==> config.mk <==
export PLATFORM = sky130hd
export DESIGN_NAME = decode_stage
export DESIGN_NICKNAME = d
export VERILOG_FILES = /design/src/rtl/decode_stage.sv
export SDC_FILE = /design/constraint.sdc
export NUM_CORES = 1
export LEC_CHECK = 0
export CAP_MARGIN = 0
export CORE_MARGIN = 5
export CORE_UTILIZATION = 47
export CTS_CLUSTER_SIZE = 8
export DETAILED_ROUTE_END_ITERATION = 8
export PLACE_DENSITY = 0.7
export SLEW_MARGIN = 10
export SYNTH_ARGS = -nofsm -noshare
export SYNTH_HDL_FRONTEND = slang
export SYNTH_SLANG_ARGS = --single-unit
==> constraint.sdc <==
create_clock -name clk -period 2.7 [get_ports clk]
set_input_delay 0.54 -clock clk [delete_from_list [all_inputs] [get_ports clk]]
set_output_delay 0.54 -clock clk [all_outputs]
set_load 0.005 [all_outputs]
==> src/rtl/decode_stage.sv <==
// decode_stage: RV32I/RV64I instruction decoder with a 2-entry elastic output buffer.
// Decode is purely combinational from the incoming word; the result is captured on
// accept into a main/skid register pair so fetch and execute stay decoupled.
module decode_stage #(
    parameter int XLEN         = 32,
    parameter int ILLEGAL_TRAP = 1
) (
    input  logic            clk,
    input  logic            rst,
    input  logic            flush,
    input  logic            in_valid,
    output logic            in_ready,
    input  logic [31:0]     in_instr,
    input  logic [XLEN-1:0] in_pc,
    output logic            out_valid,
    input  logic            out_ready,
    output logic [XLEN-1:0] out_pc,
    output logic [4:0]      out_rs1,
    output logic [4:0]      out_rs2,
    output logic [4:0]      out_rd,
    output logic [XLEN-1:0] out_imm,
    output logic [3:0]      out_alu_op,
    output logic            out_alusrc,
    output logic            out_load_from_pc,
    output logic            out_reg_write,
    output logic [1:0]      out_wb_src,
    output logic            out_mem_read,
    output logic            out_mem_write,
    output logic [2:0]      out_funct3,
    output logic            out_branch,
    output logic            out_jump,
    output logic            out_jalr,
    output logic            out_illegal
);

    localparam logic [6:0] OPC_LUI    = 7'b0110111;
    localparam logic [6:0] OPC_AUIPC  = 7'b0010111;
    localparam logic [6:0] OPC_JAL    = 7'b1101111;
    localparam logic [6:0] OPC_JALR   = 7'b1100111;
    localparam logic [6:0] OPC_BRANCH = 7'b1100011;
    localparam logic [6:0] OPC_LOAD   = 7'b0000011;
    localparam logic [6:0] OPC_STORE  = 7'b0100011;
    localparam logic [6:0] OPC_OPIMM  = 7'b0010011;
    localparam logic [6:0] OPC_OP     = 7'b0110011;

    localparam logic [3:0] ALU_ADD = 4'd0, ALU_SUB = 4'd1, ALU_SLL = 4'd2, ALU_SLT = 4'd3;
    localparam logic [3:0] ALU_SLTU = 4'd4, ALU_XOR = 4'd5, ALU_SRL = 4'd6, ALU_SRA = 4'd7;
    localparam logic [3:0] ALU_OR = 4'd8, ALU_AND = 4'd9, ALU_PASSB = 4'd10;

    localparam logic [1:0] ST_EMPTY = 2'd0;
    localparam logic [1:0] ST_ONE   = 2'd1;
    localparam logic [1:0] ST_TWO   = 2'd2;

    localparam logic IS_RV64      = (XLEN == 64);
    localparam logic KEEP_ILLEGAL = (ILLEGAL_TRAP != 0);

    typedef struct packed {
        logic [XLEN-1:0] pc;
        logic [4:0]      rs1;
        logic [4:0]      rs2;
        logic [4:0]      rd;
        logic [XLEN-1:0] imm;
        logic [3:0]      alu_op;
        logic            alusrc;
        logic            load_from_pc;
        logic            reg_write;
        logic [1:0]      wb_src;
        logic            mem_read;
        logic            mem_write;
        logic [2:0]      funct3;
        logic            branch;
        logic            jump;
        logic            jalr;
        logic            illegal;
    } entry_t;

    logic [6:0]      opcode;
    logic [2:0]      f3;
    logic [6:0]      f7;
    logic [5:0]      upper6;
    logic [5:0]      shamt;
    logic            shamt_ok;
    logic [XLEN-1:0] imm_i, imm_s, imm_b, imm_u, imm_j, imm_sh;
    logic            legal;
    entry_t          dec;

    assign opcode = in_instr[6:0];
    assign f3     = in_instr[14:12];
    assign f7     = in_instr[31:25];
    assign upper6 = in_instr[31:26];

    // Size casts of signed values sign-extend each immediate to the datapath width.
    assign imm_i  = XLEN'($signed(in_instr[31:20]));
    assign imm_s  = XLEN'($signed({in_instr[31:25], in_instr[11:7]}));
    assign imm_b  = XLEN'($signed({in_instr[31], in_instr[7], in_instr[30:25], in_instr[11:8], 1'b0}));
    assign imm_u  = XLEN'($signed({in_instr[31:12], 12'b0}));
    assign imm_j  = XLEN'($signed({in_instr[31], in_instr[19:12], in_instr[20], in_instr[30:21], 1'b0}));
    assign imm_sh = XLEN'(shamt);

    // Shift amount is 6 bits wide on RV64; on RV32 a set shamt[5] makes the shift illegal.
    generate
        if (XLEN == 64) begin : g_rv64
            assign shamt    = in_instr[25:20];
            assign shamt_ok = 1'b1;
        end else begin : g_rv32
            assign shamt    = {1'b0, in_instr[24:20]};
            assign shamt_ok = ~in_instr[25];
        end
    endgenerate

    // Combinational decode of the incoming word into a buffer entry.
    always_comb begin
        dec    = '0;
        legal  = 1'b1;
        case (opcode)
            OPC_LUI: begin
                dec.rd = in_instr[11:7]; dec.imm = imm_u; dec.alu_op = ALU_PASSB;
                dec.alusrc = 1'b1; dec.reg_write = 1'b1;
            end
            OPC_AUIPC: begin
                dec.rd = in_instr[11:7]; dec.imm = imm_u; dec.alu_op = ALU_ADD;
                dec.alusrc = 1'b1; dec.load_from_pc = 1'b1; dec.reg_write = 1'b1;
            end
            OPC_JAL: begin
                dec.rd = in_instr[11:7]; dec.imm = imm_j; dec.alu_op = ALU_ADD;
                dec.alusrc = 1'b1; dec.load_from_pc = 1'b1; dec.reg_write = 1'b1;
                dec.wb_src = 2'b10; dec.jump = 1'b1;
            end
            OPC_JALR: begin
                dec.rd = in_instr[11:7]; dec.rs1 = in_instr[19:15]; dec.imm = imm_i;
                dec.alu_op = ALU_ADD; dec.alusrc = 1'b1; dec.reg_write = 1'b1;
                dec.wb_src = 2'b10; dec.jalr = 1'b1;
                legal = (f3 == 3'd0);
            end
            OPC_BRANCH: begin
                dec.rs1 = in_instr[19:15]; dec.rs2 = in_instr[24:20]; dec.imm = imm_b;
                dec.alu_op = ALU_SUB; dec.load_from_pc = 1'b1; dec.branch = 1'b1;
                dec.funct3 = f3;
                legal = (f3 != 3'd2) && (f3 != 3'd3);
            end
            OPC_LOAD: begin
                dec.rd = in_instr[11:7]; dec.rs1 = in_instr[19:15]; dec.imm = imm_i;
                dec.alu_op = ALU_ADD; dec.alusrc = 1'b1; dec.reg_write = 1'b1;
                dec.wb_src = 2'b01; dec.mem_read = 1'b1; dec.funct3 = f3;
                legal = (f3 == 3'd3 || f3 == 3'd6) ? IS_RV64 : (f3 != 3'd7);
            end
            OPC_STORE: begin
                dec.rs1 = in_instr[19:15]; dec.rs2 = in_instr[24:20]; dec.imm = imm_s;
                dec.alu_op = ALU_ADD; dec.alusrc = 1'b1; dec.mem_write = 1'b1;
                dec.funct3 = f3;
                legal = (f3 < 3'd3) || (f3 == 3'd3 && IS_RV64);
            end
            OPC_OPIMM: begin
                dec.rd = in_instr[11:7]; dec.rs1 = in_instr[19:15]; dec.imm = imm_i;
                dec.alusrc = 1'b1; dec.reg_write = 1'b1;
                case (f3)
                    3'd0: dec.alu_op = ALU_ADD;
                    3'd1: begin
                        dec.alu_op = ALU_SLL; dec.imm = imm_sh;
                        legal = (upper6 == 6'd0) && shamt_ok;
                    end
                    3'd2: dec.alu_op = ALU_SLT;
                    3'd3: dec.alu_op = ALU_SLTU;
                    3'd4: dec.alu_op = ALU_XOR;
                    3'd5: begin
                        dec.alu_op = in_instr[30] ? ALU_SRA : ALU_SRL; dec.imm = imm_sh;
                        legal = (upper6 == 6'd0 || upper6 == 6'b010000) && shamt_ok;
                    end
                    3'd6: dec.alu_op = ALU_OR;
                    default: dec.alu_op = ALU_AND;
                endcase
            end
            OPC_OP: begin
                dec.rd = in_instr[11:7]; dec.rs1 = in_instr[19:15]; dec.rs2 = in_instr[24:20];
                dec.reg_write = 1'b1;
                case (f3)
                    3'd0: dec.alu_op = in_instr[30] ? ALU_SUB : ALU_ADD;
                    3'd1: dec.alu_op = ALU_SLL;
                    3'd2: dec.alu_op = ALU_SLT;
                    3'd3: dec.alu_op = ALU_SLTU;
                    3'd4: dec.alu_op = ALU_XOR;
                    3'd5: dec.alu_op = in_instr[30] ? ALU_SRA : ALU_SRL;
                    3'd6: dec.alu_op = ALU_OR;
                    default: dec.alu_op = ALU_AND;
                endcase
                legal = (f7 == 7'd0) || (f7 == 7'b0100000 && (f3 == 3'd0 || f3 == 3'd5));
            end
            default: legal = 1'b0;
        endcase
        if (in_instr[1:0] != 2'b11) begin
            legal = 1'b0;
        end
        if (dec.rd == 5'd0) begin
            dec.reg_write = 1'b0;
        end
        // Illegal entries carry only their PC and the flag, so no side effect can leak.
        if (!legal) begin
            dec         = '0;
            dec.illegal = 1'b1;
        end
        dec.pc = in_pc;
    end

    logic [1:0] state_reg, state_next;
    entry_t     main_reg, main_next;
    entry_t     skid_reg, skid_next;
    logic       push, pop;

    assign in_ready  = (state_reg != ST_TWO);
    assign out_valid = (state_reg != ST_EMPTY);
    assign push      = in_valid & in_ready & (~dec.illegal | KEEP_ILLEGAL);
    assign pop       = out_valid & out_ready;

    // Elastic buffer next state: main always holds the oldest entry, skid the younger.
    always_comb begin
        state_next = state_reg;
        main_next  = main_reg;
        skid_next  = skid_reg;
        case (state_reg)
            ST_EMPTY: begin
                if (push) begin
                    main_next  = dec;
                    state_next = ST_ONE;
                end
            end
            ST_ONE: begin
                if (push && pop) begin
                    main_next = dec;
                end else if (push) begin
                    skid_next  = dec;
                    state_next = ST_TWO;
                end else if (pop) begin
                    state_next = ST_EMPTY;
                end
            end
            ST_TWO: begin
                if (pop) begin
                    main_next  = skid_reg;
                    state_next = ST_ONE;
                end
            end
            default: state_next = ST_EMPTY;
        endcase
        if (flush) begin
            state_next = ST_EMPTY;
            main_next  = main_reg;
            skid_next  = skid_reg;
        end
    end

    // Buffer registers; reset clears the payload so outputs read as zero.
    always_ff @(posedge clk) begin
        if (rst) begin
            state_reg <= ST_EMPTY;
            main_reg  <= '0;
            skid_reg  <= '0;
        end else begin
            state_reg <= state_next;
            main_reg  <= main_next;
            skid_reg  <= skid_next;
        end
    end

    assign out_pc           = main_reg.pc;
    assign out_rs1          = main_reg.rs1;
    assign out_rs2          = main_reg.rs2;
    assign out_rd           = main_reg.rd;
    assign out_imm          = main_reg.imm;
    assign out_alu_op       = main_reg.alu_op;
    assign out_alusrc       = main_reg.alusrc;
    assign out_load_from_pc = main_reg.load_from_pc;
    assign out_reg_write    = main_reg.reg_write;
    assign out_wb_src       = main_reg.wb_src;
    assign out_mem_read     = main_reg.mem_read;
    assign out_mem_write    = main_reg.mem_write;
    assign out_funct3       = main_reg.funct3;
    assign out_branch       = main_reg.branch;
    assign out_jump         = main_reg.jump;
    assign out_jalr         = main_reg.jalr;
    assign out_illegal      = main_reg.illegal;

endmodule

==> results.md <==
* RD Place Congestion at 0.966
* Grt ovf at 0
* CP max-delay cell: clkdlybuf4s50_1
* Most common library cell in the layout ignoring fill and taps: nand2_1
* CP top delay family: simple AND/OR/NAND/NOR gates
* Max cap viols at 0
* Core Util, Final at 63.5%
* DRT Pass-1 Iters at 5
* CP cell instances: clkdlybuf4s50_1 -> and3b_1 -> buf_4 -> a21oi_1 -> nor2_1 -> a21oi_1 -> buf_4 -> o41ai_2
* Yosys reg bits at 194
* Setup_tns at 0 ns
* Post-synthesis adder-cell area fraction at 0%
* Hold Path End: skid_reg[16]
* Worst path max stage delay at 0.55 ns
* Core Region at 18700 sq um
* Fin Hold WS at 0.447 ns
* Net count after synthesis at 1190
* Max Slew Vio Count at 0
* Synth Area in XOR/XNOR at 0%
* Routed len/inst at 18.7 um
* Highest fanout seen on the critical path at 10
* CP arrival at 2.81 ns
* Tightest Pin Transition at 0.829 ns
* Hold Path Cell Cnt at 2
* Area Growth Syn to Fin at 32.9%
* Launch point of the worst reg-to-reg path: state_reg[1]
* Seq/Total Area, Yosys at 43.5%
* Worst VDD drop at 0.000444 V
* Final Power at 6.58 mW
* Post-synthesis mux area share at 0.462%
* Most frequent cells in the layout: nand2_1, dfxtp_1, clkdlybuf4s50_1
* Leakage dissipation at 4.21 nW
* First-pass GRT wire length at 45600 um
* Post-CTS resize count at 0
* Critical Path RT at 3.04 ns
* Post-synth EDFFs at 0
* CTS H-tree depth at 4
* Ratio of final minimum period to clock period at 91.4%
* Reg2reg end: out_rd[4]
* Initial antenna violation count at 1
* Reg clk slew, reported paths at 0.08 ns
* Cts hold-fix bufs at 0
* # DRC at 0
* Max Clock Freq at 405 MHz
* I/O Buffers at 167
* Post-detailed-route count of antenna-violating nets at 0
* # setup viols final at 0
* Reg2Reg Setup Slack at 0.63 ns
* Layout cells sized above 1 at 11.5%
* Min-Delay Path Class: flip-flop to flip-flop
* Initial Util at 47.8%
* Nature of the critical path startpoint: primary input
* Layout Nets at 1350
* CTS sink count at 194
* Hold Path Origin: skid_reg[16]
* Number of cell rows at 50
* Top_reg_cell synth: dfxtp_1
* CTS tree: yes
* Clk_lat worst skew at 0.43 ns
* Total track usage at 25.7%
* Cells after DPL at 1496
* Die footprint at 21900 sq um
* Simple-gate share of the synthesized area at 19.0%
* Vias at 8949
* CTS Root Cell: clkbuf_16
* Status: complete, no violations
* Critical path class: primary input to flip-flop
* Vias in the first global route at 8392
* RSZ-0062 raised after global routing: false
* Largest net degree at the start of global routing at 113
* Worst R2R Path Depth at 6
* Post-Syn Instances at 1121
* Mapped Avg Cell Area at 7.97 sq um
* Synth cell types at 70
* Crit. End Element: flip-flop
* Number of vias per cell at 5.86
* Final WL at 28600 um
* Die Ht at 148 um
* Synth Area in Compound Gates at 30.8%
* I/O pin total at 168
* Clock skew at 0.0101 ns
* Post-route insts no fill at 1528
* CTS Buffer Depth at 2
* Asr flop ratio synth at 0%
* Crit path buf inv count at 3
* Final hold violation count at 0
* Total CTS buffers at 17
* # fillers at 1680
* Post-CTS setup buffers at 0
* Power Density at 554 nW/um^2
* N_diodes at 0
* Relative slew slack at 44.8%
* Main combinational cell family by area after synthesis: compound AO/OA/AOI/OAI gates
* Hpwl dp at 19000 um
* DRT iter0 DRCs at 743
* Final Critical Period at 2.47 ns
* Post-Syn Area at 8930 sq um
* Die Wd at 148 um
* Number of flip-flops in the largest register at 96
* Ys Warns at 0
## layout make-up
class	instances	area, sq um	share of cell area [%]
multi-input combinational	793	4540	38.3
sequential	194	3880	32.7
timing repair buffer	253	2480	20.9
clock buffer	17	425	3.58
tap	234	293	2.47
clock inverter	15	166	1.40
inverter	22	82.6	0.696
## worst min-delay path: cells and delay by family (launching register included)
family	cells	cell delay, ns
flops	1	0.31
simple gates	1	0.05
compound gates	1	0.05
## how the worst max path moves through the flow
| stage | start | endpoint | cells past startpoint |
|---|---|---|---|
| 5_1_grt | in_instr[4] | out_imm[14] | 8 |
| 2_1_floorplan | in_instr[6] | skid_reg[18] | 9 |
| 3_3_place_gp | in_instr[5] | out_imm[14] | 8 |
| 3_5_place_dp | in_instr[4] | out_imm[14] | 8 |
| 6_report | in_instr[4] | out_imm[14] | 8 |
| 4_1_cts | in_instr[4] | out_imm[14] | 8 |
## metal layers
layer,track usage (%),part of all wire (%),vias up
met5,0,0.045,-
met4,9.15,2.5,2
met3,4.05,5.8,54
met2,40.2,46,301
met1,36.0,46,4229
li1,-,-,4363
## power by group
group	internal, mW	total [mW]	leakage [nW]	switching [mW]
clock network	1.32	2.57	0.282	1.25
registers	2.97	3.04	1.58	0.0701
logic	0.493	0.966	2.35	0.473
## synthesized netlist by cell type (all sizes together), types with 7 or more instances
cell type / n / area share (%)
a21oi: 111 / 6.4
o32ai: 14 / 1.5
buf: 35 / 2.1
a221oi: 10 / 0.98
a211oi: 32 / 2.7
dfxtp: 194 / 43
o2111ai: 9 / 0.88
o211ai: 19 / 1.7
inv: 21 / 0.88
o41ai: 9 / 1.6
a32o: 10 / 1.1
nand2: 223 / 9.4
o21ai: 97 / 5.4
a211o: 11 / 1.1
nor2: 90 / 3.8
nor3: 10 / 0.62
clkbuf: 77 / 3.2
nand2b: 7 / 0.49
a311oi: 36 / 3.6
and3: 17 / 1.2
nand3: 8 / 0.45
## kinds of logic (layout without fill, tap and decap cells)
| group | after synthesis | after routing |
|---|---|---|
| buffers and inverters | 134 | 307 |
| AND/OR/NAND/NOR | 391 | 391 |
| flip-flops | 194 | 194 |
| multiplexers | 4 | 4 |
| AO/OA/AOI/OAI | 398 | 398 |
## stage by stage
stage	cell area (sq um)	setup WS [ns]
finish	11900	0.232
global route	11900	0.121
CTS	11900	0.298
detailed placement	11300	-0.151
global placement	11300	-0.103
floorplan	8930	0.631
Power figures use the tool's default switching activity.
==> variant: new RTL, config.mk and constraints unchanged <==
`XLEN`: 32 -> 40.
--- a/src/rtl/decode_stage.sv
+++ b/src/rtl/decode_stage.sv
@@ -2,7 +2,7 @@
 // Decode is purely combinational from the incoming word; the result is captured on
 // accept into a main/skid register pair so fetch and execute stay decoupled.
 module decode_stage #(
-    parameter int XLEN         = 32,
+    parameter int XLEN         = 40,
     parameter int ILLEGAL_TRAP = 1
 ) (
     input  logic            clk,
Ports: changed (resized in_pc, out_imm and out_pc); port bits go from 168 to 192. The function was not compared with the original's and may differ.
==> variant against the original RTL <==
Sequential cell count is 16 higher. Critical path depth shrank 5. Setup slack better by 0.0052 ns. Area after synthesis increased by 0.94%. Routed wire length down 1.9%. Final area grew 3.6%. Global-route usage fell by 1.2 points. Power is 12% higher. Hold slack got worse by 0.0024 ns. Critical path type is now reg -> out. Critical endpoint is now in_ready. Largest cell class unchanged.
==> variant: results (changes against the original RTL) <==
* Arrival time worst endpoint at 1.92 ns (was 2.81 ns)
* Post-Route M1 WL at 12200 um (was 13000 um)
* Register area share after synthesis at 46.6% (was 43.5%)
* Max reg flops at 104 (was 96)
* Initial antenna violation count at 0 (was 1)
* Hold Crit Start: skid_reg[30]$_SDFFE_PP0P_ (was skid_reg[16]$_SDFFE_PP0P_)
* Largest net degree at the start of global routing at 120 (was 113)
* Static leakage at 0.00436 uW (was 0.00421 uW)
* GR Layer Usage met3 at 3.96% (was 4.05%)
* Worst Path Max Fanout at 16 (was 10)
* Status: completed (unchanged)
* Crit path launch: state_reg[0]$_SDFFE_PP0P_ (was in_instr[4])
* VDD IR max at 0.000449 V (was 0.000444 V)
* Number of buffers created by CTS at 30 (was 17)
* Place WS at -0.223 ns (was -0.151 ns)
* Via Count at 9077 (was 8949)
* Hpwl dp at 18600 um (was 19000 um)
* Initial drt markers at 576 (was 743)
* Routed len/inst at 18.0 um (was 18.7 um)
* Post-synthesis net count at 1217 (was 1190)
* Largest delay share family, worst path: buffers and inverters (was simple AND/OR/NAND/NOR gates)
* Met1 Usage GRT at 34.1% (was 36.0%)
* Layout cells sized above 1 at 9.87% (was 11.5%)
* Vias in the first global route at 8487 (was 8392)
* CTS H-tree lvls at 1 (was 4)
* Combinational share of power at 11.4% (was 14.7%)
* GPL Wtd Cong at 0.919 (was 0.966)
* DR top layer: met4 (was met5)
* Synth top cells by count: 243 x nand2_1, 210 x dfxtp_1, 125 x a21oi_1 (was 223 x nand2_1, 194 x dfxtp_1, 109 x a21oi_1)
* Final nets at 1402 (was 1350)
* Number of fill cells at 1630 (was 1680)
* Longest Clk Path Bufs at 3 (was 2)
## variant: cell families after synthesis
| group | synth area share (%) |
|---|---|
| mux | 0.458 |
| buf+inv | 5.93 |
| compound gates | 22.6 |
| simple gates | 24.3 |
| flops | 46.6 |
| xor+xnor | 0.0972 |
## variant: layout make-up
type / instances / area [um2] / area share (%)
tap: 234 / 293 / 2.38
inverter: 5 / 18.8 / 0.153
timing repair buffer: 276 / 2670 / 21.7
sequential: 210 / 4200 / 34.2
clock inverter: 2 / 46.3 / 0.376
multi-input combinational: 802 / 4310 / 35.0
clock buffer: 32 / 758 / 6.16
## variant: how the worst max path moves through the flow
stage / slack [ns] / to
2_1_floorplan: 0.28 / out_alu_op[3]$_SDFFE_PP0P_
3_3_place_gp: -0.15 / out_imm[23]$_SDFFE_PP0P_
3_5_place_dp: -0.22 / out_imm[21]$_SDFFE_PP0P_
4_1_cts: 0.23 / in_ready
5_1_grt: 0.17 / out_imm[21]$_SDFFE_PP0P_
6_report: 0.24 / in_ready
